`config.mk`:
```
export PLATFORM = sky130hd
export DESIGN_NAME = lpif_txrx_x2_h1_ustrm_arb
export DESIGN_NICKNAME = d
export VERILOG_FILES = /design/src/rtl/lpif_ustrm_arb_pkg.sv /design/src/rtl/lpif_txrx_x2_h1_ustrm_arb_crc.sv /design/src/rtl/lpif_txrx_x2_h1_ustrm_arb.sv
export SDC_FILE = /design/constraint.sdc
export NUM_CORES = 1
export LEC_CHECK = 0
export ABC_AREA = 0
export BUFFER_PORTS_ARGS = -buffer_cell sky130_fd_sc_hd__buf_2
export CAP_MARGIN = 25
export CORE_AREA = 2 2 266 268
export DETAILED_ROUTE_END_ITERATION = 6
export DIE_AREA = 0 0 268 270
export REMOVE_ABC_BUFFERS = 1
export SLEW_MARGIN = 10
export SYNTH_ARGS = -nofsm -noshare
export SYNTH_HDL_FRONTEND = slang
export SYNTH_SLANG_ARGS = --single-unit
```
`constraint.sdc`:
```
create_clock -name clk_wr -period 6.7 [get_ports clk_wr]
set_input_delay 1.34 -clock clk_wr [delete_from_list [all_inputs] [get_ports clk_wr]]
set_output_delay 1.34 -clock clk_wr [all_outputs]
set_load 0.005 [all_outputs]
```
`src/rtl/lpif_ustrm_arb_pkg.sv`:
```
// Shared types, constants and the round-robin helper for the upstream LPIF arbiter.
package lpif_ustrm_arb_pkg;

  typedef enum logic [1:0] {
    IDLE  = 2'd0,
    BUSY  = 2'd1,
    STALL = 2'd2
  } arb_state_e;

  localparam logic [3:0]  LPIF_STATE_ACTIVE = 4'h1;
  localparam logic [15:0] CRC16_POLY        = 16'h8005;

  // Returns {found, index}; the search begins just after the previous winner.
  function automatic logic [2:0] rr_pick(input logic [3:0] valid,
                                         input logic [1:0] last_grant,
                                         input int         num_req);
    logic [2:0] pick;
    int         idx;
    pick = 3'b000;
    for (int k = 1; k <= 4; k++) begin
      idx = (int'(last_grant) + k) % num_req;
      if (k <= num_req && !pick[2] && valid[idx[1:0]]) begin
        pick = {1'b1, idx[1:0]};
      end
    end
    return pick;
  endfunction

endpackage

```
`src/rtl/lpif_txrx_x2_h1_ustrm_arb_crc.sv`:
```
// Combinational 128-bit-parallel CRC-16 (poly 0x8005, init 0, MSB first, no reflection).
module lpif_crc16_d128
  import lpif_ustrm_arb_pkg::*;
(
  input  logic [127:0] i_data,
  output logic [15:0]  o_crc
);

  logic [15:0] w_crc;
  logic        w_fb;

  always_comb begin
    w_crc = '0;
    w_fb  = 1'b0;
    for (int i = 127; i >= 0; i--) begin
      w_fb  = w_crc[15] ^ i_data[i];
      w_crc = {w_crc[14:0], 1'b0} ^ (w_fb ? CRC16_POLY : 16'h0000);
    end
  end

  assign o_crc = w_crc;

endmodule

```
`src/rtl/lpif_txrx_x2_h1_ustrm_arb.sv`:
```
// Packet-granular round-robin scheduler for the shared x2/h1 upstream LPIF flit slot.
// Define LPIF_USTRM_CRC_EN to generate the per-flit CRC-16.
module lpif_txrx_x2_h1_ustrm_arb
  import lpif_ustrm_arb_pkg::*;
#(
  parameter int NUM_REQ = 4
) (
  input  logic                   clk_wr,
  input  logic                   rst_wr,
  input  logic [3:0]             link_state,
  input  logic                   tx_ready,
  input  logic [NUM_REQ-1:0]     req_valid,
  input  logic [NUM_REQ-1:0]     req_last,
  input  logic [NUM_REQ*128-1:0] req_data,
  output logic [NUM_REQ-1:0]     req_ready,
  output logic [3:0]             ustrm_state,
  output logic [1:0]             ustrm_protid,
  output logic [127:0]           ustrm_data,
  output logic                   ustrm_dvalid,
  output logic [15:0]            ustrm_crc,
  output logic                   ustrm_crc_valid,
  output logic                   ustrm_valid
);

  arb_state_e   r_state, w_next;
  logic [1:0]   r_owner, r_last_grant;
  logic [3:0]   w_valid4, w_last4, w_ready4;
  logic [2:0]   w_pick;
  logic [1:0]   w_sel;
  logic         w_grant, w_accept, w_active;
  logic [127:0] w_beat;

  logic [3:0]   r_state_o;
  logic [1:0]   r_protid;
  logic [127:0] r_data;
  logic         r_dvalid, r_valid;

  assign w_active = (link_state == LPIF_STATE_ACTIVE);

  always_comb begin
    w_valid4 = '0;
    w_last4  = '0;
    w_valid4[NUM_REQ-1:0] = req_valid;
    w_last4[NUM_REQ-1:0]  = req_last;
    w_pick   = rr_pick(w_valid4, r_last_grant, NUM_REQ);
    w_next   = r_state;
    w_ready4 = '0;
    w_grant  = 1'b0;
    w_sel    = r_owner;
    case (r_state)
      IDLE: begin
        if (tx_ready && w_active && w_pick[2]) begin
          w_grant           = 1'b1;
          w_sel             = w_pick[1:0];
          w_ready4[w_sel]   = 1'b1;
          if (!w_last4[w_sel]) w_next = BUSY;
        end
      end
      BUSY: begin
        if (!w_active) begin
          w_next = STALL;
        end else if (tx_ready) begin
          w_ready4[r_owner] = 1'b1;
          if (w_valid4[r_owner] && w_last4[r_owner]) w_next = IDLE;
        end
      end
      STALL: begin
        if (w_active) w_next = BUSY;
      end
      default: w_next = IDLE;
    endcase
    // Keep requesters from seeing a grant while the arbiter is held in reset.
    if (rst_wr) w_ready4 = '0;
    w_accept = |(w_ready4 & w_valid4);
  end

  assign req_ready = w_ready4[NUM_REQ-1:0];

  always_comb begin
    w_beat = '0;
    for (int i = 0; i < NUM_REQ; i++) begin
      if (w_sel == 2'(i)) w_beat = req_data[i*128 +: 128];
    end
  end

  always_ff @(posedge clk_wr or posedge rst_wr) begin
    if (rst_wr) begin
      r_state      <= IDLE;
      r_owner      <= '0;
      r_last_grant <= 2'(NUM_REQ - 1);
    end else begin
      r_state <= w_next;
      if (w_grant) begin
        r_last_grant <= w_sel;
        if (!w_last4[w_sel]) r_owner <= w_sel;
      end
    end
  end

  // Protid/data keep the last real beat across idle flits.
  always_ff @(posedge clk_wr or posedge rst_wr) begin
    if (rst_wr) begin
      r_state_o <= '0;
      r_valid   <= 1'b0;
      r_dvalid  <= 1'b0;
      r_protid  <= '0;
      r_data    <= '0;
    end else if (tx_ready) begin
      r_state_o <= link_state;
      r_valid   <= w_active;
      r_dvalid  <= w_accept;
      if (w_accept) begin
        r_protid <= w_sel;
        r_data   <= w_beat;
      end
    end
  end

  assign ustrm_state  = r_state_o;
  assign ustrm_valid  = r_valid;
  assign ustrm_dvalid = r_dvalid;
  assign ustrm_protid = r_protid;
  assign ustrm_data   = r_data;

`ifdef LPIF_USTRM_CRC_EN
  logic [15:0] w_crc;
  logic [15:0] r_crc;
  logic        r_crc_valid;

  lpif_crc16_d128 u_crc (
    .i_data (w_beat),
    .o_crc  (w_crc)
  );

  always_ff @(posedge clk_wr or posedge rst_wr) begin
    if (rst_wr) begin
      r_crc       <= '0;
      r_crc_valid <= 1'b0;
    end else if (tx_ready) begin
      r_crc_valid <= w_accept;
      if (w_accept) r_crc <= w_crc;
    end
  end

  assign ustrm_crc       = r_crc;
  assign ustrm_crc_valid = r_crc_valid;
`else
  assign ustrm_crc       = 16'h0000;
  assign ustrm_crc_valid = 1'b0;
`endif

endmodule
```
# Yosys cells after proc, flatten, opt, wreduce, memory -nomap -nowiden
# Index checks and enable logic that the tools add are counted.
word_totals:
  in_bits: 527
  register_bits: 142
op_classes:
  addsub: 4
  order_cmp: 9
  reduce_logical: 17
  muxes: 44
  bitwise: 2
  n_eq_ne: 11
ops:
  columns: ["cell", "n"]
  rows:
  - ["128-bit two-way mux", 4]
  - ["2-bit by 3-bit less-than comparator with 1-bit output, second input constant", 7]
  - ["1-bit binary-select mux with 2-bit select", 8]
  - ["2-bit two-way mux", 8]
  - ["4-bit two-way mux", 4]
  - ["1-bit two-way mux", 12]
  - ["3-bit two-way mux", 4]
  - ["1-bit logical AND", 8]
  - ["4-bit one-hot mux with 2 select lines", 1]
  - ["2-bit == test, second input constant", 3]
  - ["2-bit != test, second input constant", 3]
  - ["3-bit != test, second input constant", 2]
  - ["2-bit one-hot mux with 3 select lines", 1]
  - ["5-bit AND reduction", 1]
  - ["2-bit by 1-bit adder with 2-bit output, second input constant", 2]
  - ["2-bit adder, second input constant", 2]
  - ["4-bit AND", 1]
  - ["1-bit demux with 2-bit select", 2]
  - ["2-bit by 1-bit == test with 1-bit output, second input constant", 2]
  - ["4-bit by 1-bit == test with 1-bit output, second input constant", 1]
  - ["2-bit by 1-bit >= comparator with 1-bit output, second input constant", 2]
  - ["2-bit logical NOT", 2]
  - ["2-bit AND reduction", 2]
  - ["4-bit OR reduction", 1]
  - ["other kinds (2)", 4]

# Longest topological paths before layout
depth:
  word_depth: 23
  mapped_depth: 10

# Worst setup path after synthesis
# No wires, ideal clock.
synth_timing:
  path_kind: "input to output"
  startpoint: "input port link_state[1]"
  endpoint: "output port req_ready[3]"
  path_slack_ns: 2.804
  n_path_buf: 1
  stages: 5
  arrival_ns: 2.556
  path_cell_list: "or4b_1 -> buf_2 -> or2_1 -> nor2_2 -> and2_1"
synth_between:
  elab_chain_len: 6
  elab_cells_between_ends: 7
  cone_classes: "eq/ne (1); mux (4); reduce/logical (2)"
synth_lines:
  columns: ["item", "line_no", "rtl"]
  rows:
  - ["start, declared", "lpif_txrx_x2_h1_ustrm_arb.sv:10", "input logic [3:0] link_state,"]
  - ["4-bit by 1-bit == test with 1-bit output (*)", "lpif_txrx_x2_h1_ustrm_arb.sv:38", "assign w_active = (link_state == LPIF_STATE_ACTIVE);"]
  - ["1-bit logical AND (2 in a row)", "lpif_txrx_x2_h1_ustrm_arb.sv:52", "if (tx_ready && w_active && w_pick[2]) begin"]
  - ["4-bit two-way mux", "lpif_txrx_x2_h1_ustrm_arb.sv:52", null]
  - ["4-bit one-hot mux with 2 select lines (*)", "lpif_txrx_x2_h1_ustrm_arb.sv:50", "case (r_state)"]
  - ["4-bit two-way mux (*)", "lpif_txrx_x2_h1_ustrm_arb.sv:73", "if (rst_wr) w_ready4 = '0;"]
  - ["end, declared", "lpif_txrx_x2_h1_ustrm_arb.sv:15", "output logic [NUM_REQ-1:0] req_ready,"]
# Mark *: on every way between the ends. The rest lies on a longest branch, timed or not.

# Final worst setup path
# Same ends and word-level chain as after synthesis.

==> results.toml <==
[pwr]
p_seq_share_pct = 28.8
power.share.clock_pct = 20.8
swShare_pct = 35.4
p_int_w = 0.00314
totalPowerFinal_w = 0.00487
power.density_mw_per_mm2 = 329
combPwrFrac_pct = 50.4
vdd_drop_max_mv = 0.352
p_switching_w = 0.00172
p_leak_nw = 8.58

[global_routing]
grtUsageTotal_pct = 8.78
grt_pass1_vias = 8743
grt_start_max_net_pins = 127
antenna_found_initial = 3
grt_overflow = 0
grt_pass1_wl_um = 48500

[routing]
wl_met3_um = 2220
vias = 8778
met2_length_um = 17100
met1_length_um = 12700
post_drt_wl_per_cell_um = 13.7
drc = 0
top_layer_used = "met5"
dr.pass1.iters = 4
drt-total-wl_um = 32900
ant_nets = 0
viasPerCell = 3.64
drt-initial-drc-count = 230

[cts]
clock-root-buffer = "clkbuf_16"
cts_tree = "built"
hold_buffers = 0
post_cts_resize_count = 0
clk_path_buf_depth = 2
path_clk_slew_ns = 0.06
numCtsBuffers = 17
insertion_delay_ns = 0.47
h-tree-depth = 4
cts_setup_buffers = 0
cts_sinks = 142

[critical_path]
reg2reg_from = "r_last_grant[0]"
r2r_end = "ustrm_data[98]"
r2r_slack_ns = 3.36
critical_path.startpoint_type = "input port"
cp-end-kind = "primary output"
crit_fanout = 7
critPathKind = "input port to primary output"
crit_arrival_ns = 3.01
required_ns = 5.36
r2r_cells = 7

[sta]
worstMarginPinSlew_ns = 1.11
fin_setup_tns_ns = 0
whs_ns = 0.495
rsz0062_at_grt = "false"
hold_violations = 0
drv_slew = 0
max_freq_ghz = 0.230
fin_crit_sh_pct = 64.9
relSlewSlack_pct = 25.7
skew_ns = 0.0199
final.min_clock_period_ns = 4.35
setup_viol = 0

[placement]
dp.cells = 2377
portBuffers = 666
place_area_mm2 = 0.0142
dp_hpwl_um = 26600
place.gp.congestion = 0.781

[run_status]
status = "complete, no violations"

[synthesis]
synth.yosys.seq_area_share_pct = 34.8
synth-main-ff-cell = "dfrtp_1"
synth_area_leaders = "mux2i_1 38%, dfrtp_1 34%, mux2_2 15%"
async_flop_share_pct = 100
synth.top_cell.area_share_pct = 38.0
synth_cell_types = 46
yosys_warnings = 0
synth_commonest_cells = "388 x mux2i_1, 140 x dfrtp_1, 134 x mux2_2, 27 x buf_4"
syn_area_per_cell_um2 = 12.4
yosysTopAreaCell = "mux2i_1"
synth-edff-count = 0
synthCells = 822
synth_seq_cells = 142
yosys.cell_count.top_type = "mux2i_1"
netlist_area_mm2 = 0.0102

[flow_run]
maxCapViolCount = 0

[finish]
instances_no_fill = 2409
nets = 1983
drive_gt1_share_pct = 58.0
syn2layout_area_growth_pct = 44.8
fin_area_mm2 = 0.0148

[die]
die_w_um = 268
dieArea_mm2 = 0.0724
floorplan.initialDensity_pct = 14.7
io_pins = 684
core.rowCount = 97
die_y_um = 270
core_mm2 = 0.0695

[min_path]
hold_path_end = "ustrm_dvalid"
min-delay-start = "ustrm_dvalid"
hold_depth = 1
worstHoldPathType = "flip-flop to flip-flop"
routing by layer:
| metal | track usage [%] | vias to the layer above |
|---|---|---|
| met4 | 4.13 | 2 |
| met1 | 9.06 | 4055 |
| met5 | 0 | - |
| met2 | 16.1 | 393 |
| li1 | - | 4287 |
| met3 | 2.66 | 41 |
stage by stage:
| stage | utilization (%) | setup WS (ns) |
|---|---|---|
| 6_report | 21.3 | 2.35 |
| 5_1_grt | 21.3 | 2.23 |
| 3_3_place_gp | 20.4 | 1.98 |
| 4_1_cts | 21.3 | 2.35 |
| 3_5_place_dp | 20.4 | 1.96 |
| 2_1_floorplan | - | -6.93 |
cell type report:
class                      instances  area, µm²
multi-input combinational        613       5940
antenna                            1       2.50
timing repair buffer             677       3490
clock inverter                     9        135
fill                            7638      54700
sequential                       142       3560
inverter                           5       23.8
tap                              940       1180
clock buffer                      22        474
critical path: stages:
cell	delay, ns
buf_2	0.10
or4b_1	0.68
or2_1	0.36
nor2_2	0.24
and2_1	0.17
buf_2	0.11
registers in the layout, indices dropped and copies added (netlist names):
signal and flops:
ustrm_state 4, ustrm_protid 2, r_state 2, r_last_grant 2, ustrm_valid 1, r_owner 2
ustrm_dvalid 1, ustrm_data 128
placed cells by master, fill, tap and decap left out, types with 3 or more instances in the layout:
cell type / n
buf_2: 666
mux2i_1: 388
dfrtp_1: 140
mux2_2: 134
conb_1: 17
clkbuf_16: 17
nor2_1: 13
a21oi_1: 6
nand2_1: 6
buf_12: 6
a21o_1: 5
buf_4: 5
inv_1: 4
nand3_1: 4
clkinv_4: 4
nor2b_1: 3
o21ai_0: 3
clkbuf_8: 3
bufinv_16: 3
power groups by stage:
stage	combinational (W)	clock, W	sequential [W]
after CTS	0.00249	0.00108	0.00141
final	0.00246	0.00101	0.00140
after detailed placement	0.00249	0	0.00141
after global routing	0.00266	0.00111	0.00145
after global placement	0.00247	0	0.00141
after floorplan	0.00241	0	0.00143
worst max-delay path by stage:
stage	from	end	slack [ns]	cells after the start
after global placement	link_state[1]	ustrm_data[79]	1.98	8
after floorplan	link_state[1]	ustrm_data[0]	-6.93	6
final	link_state[1]	req_ready[3]	2.35	6
after detailed placement	link_state[1]	ustrm_data[79]	1.96	8
after CTS	link_state[1]	req_ready[3]	2.35	6
after global routing	req_valid[3]	req_ready[1]	2.23	7
logic make-up (layout without fill, tap and decap cells):
| kind of cell | after synthesis | count (layout) | synth area share, % |
|---|---|---|---|
| AOI/OAI and AO/OA | 32 | 32 | 2.36 |
| buffers and inverters | 83 | 713 | 7.89 |
| DFF | 142 | 142 | 34.8 |
| muxes | 522 | 522 | 52.8 |
| other | 1 | 18 | 0.0367 |
| and+or+nand+nor | 42 | 42 | 2.14 |
(Power assumes the default switching activity.)
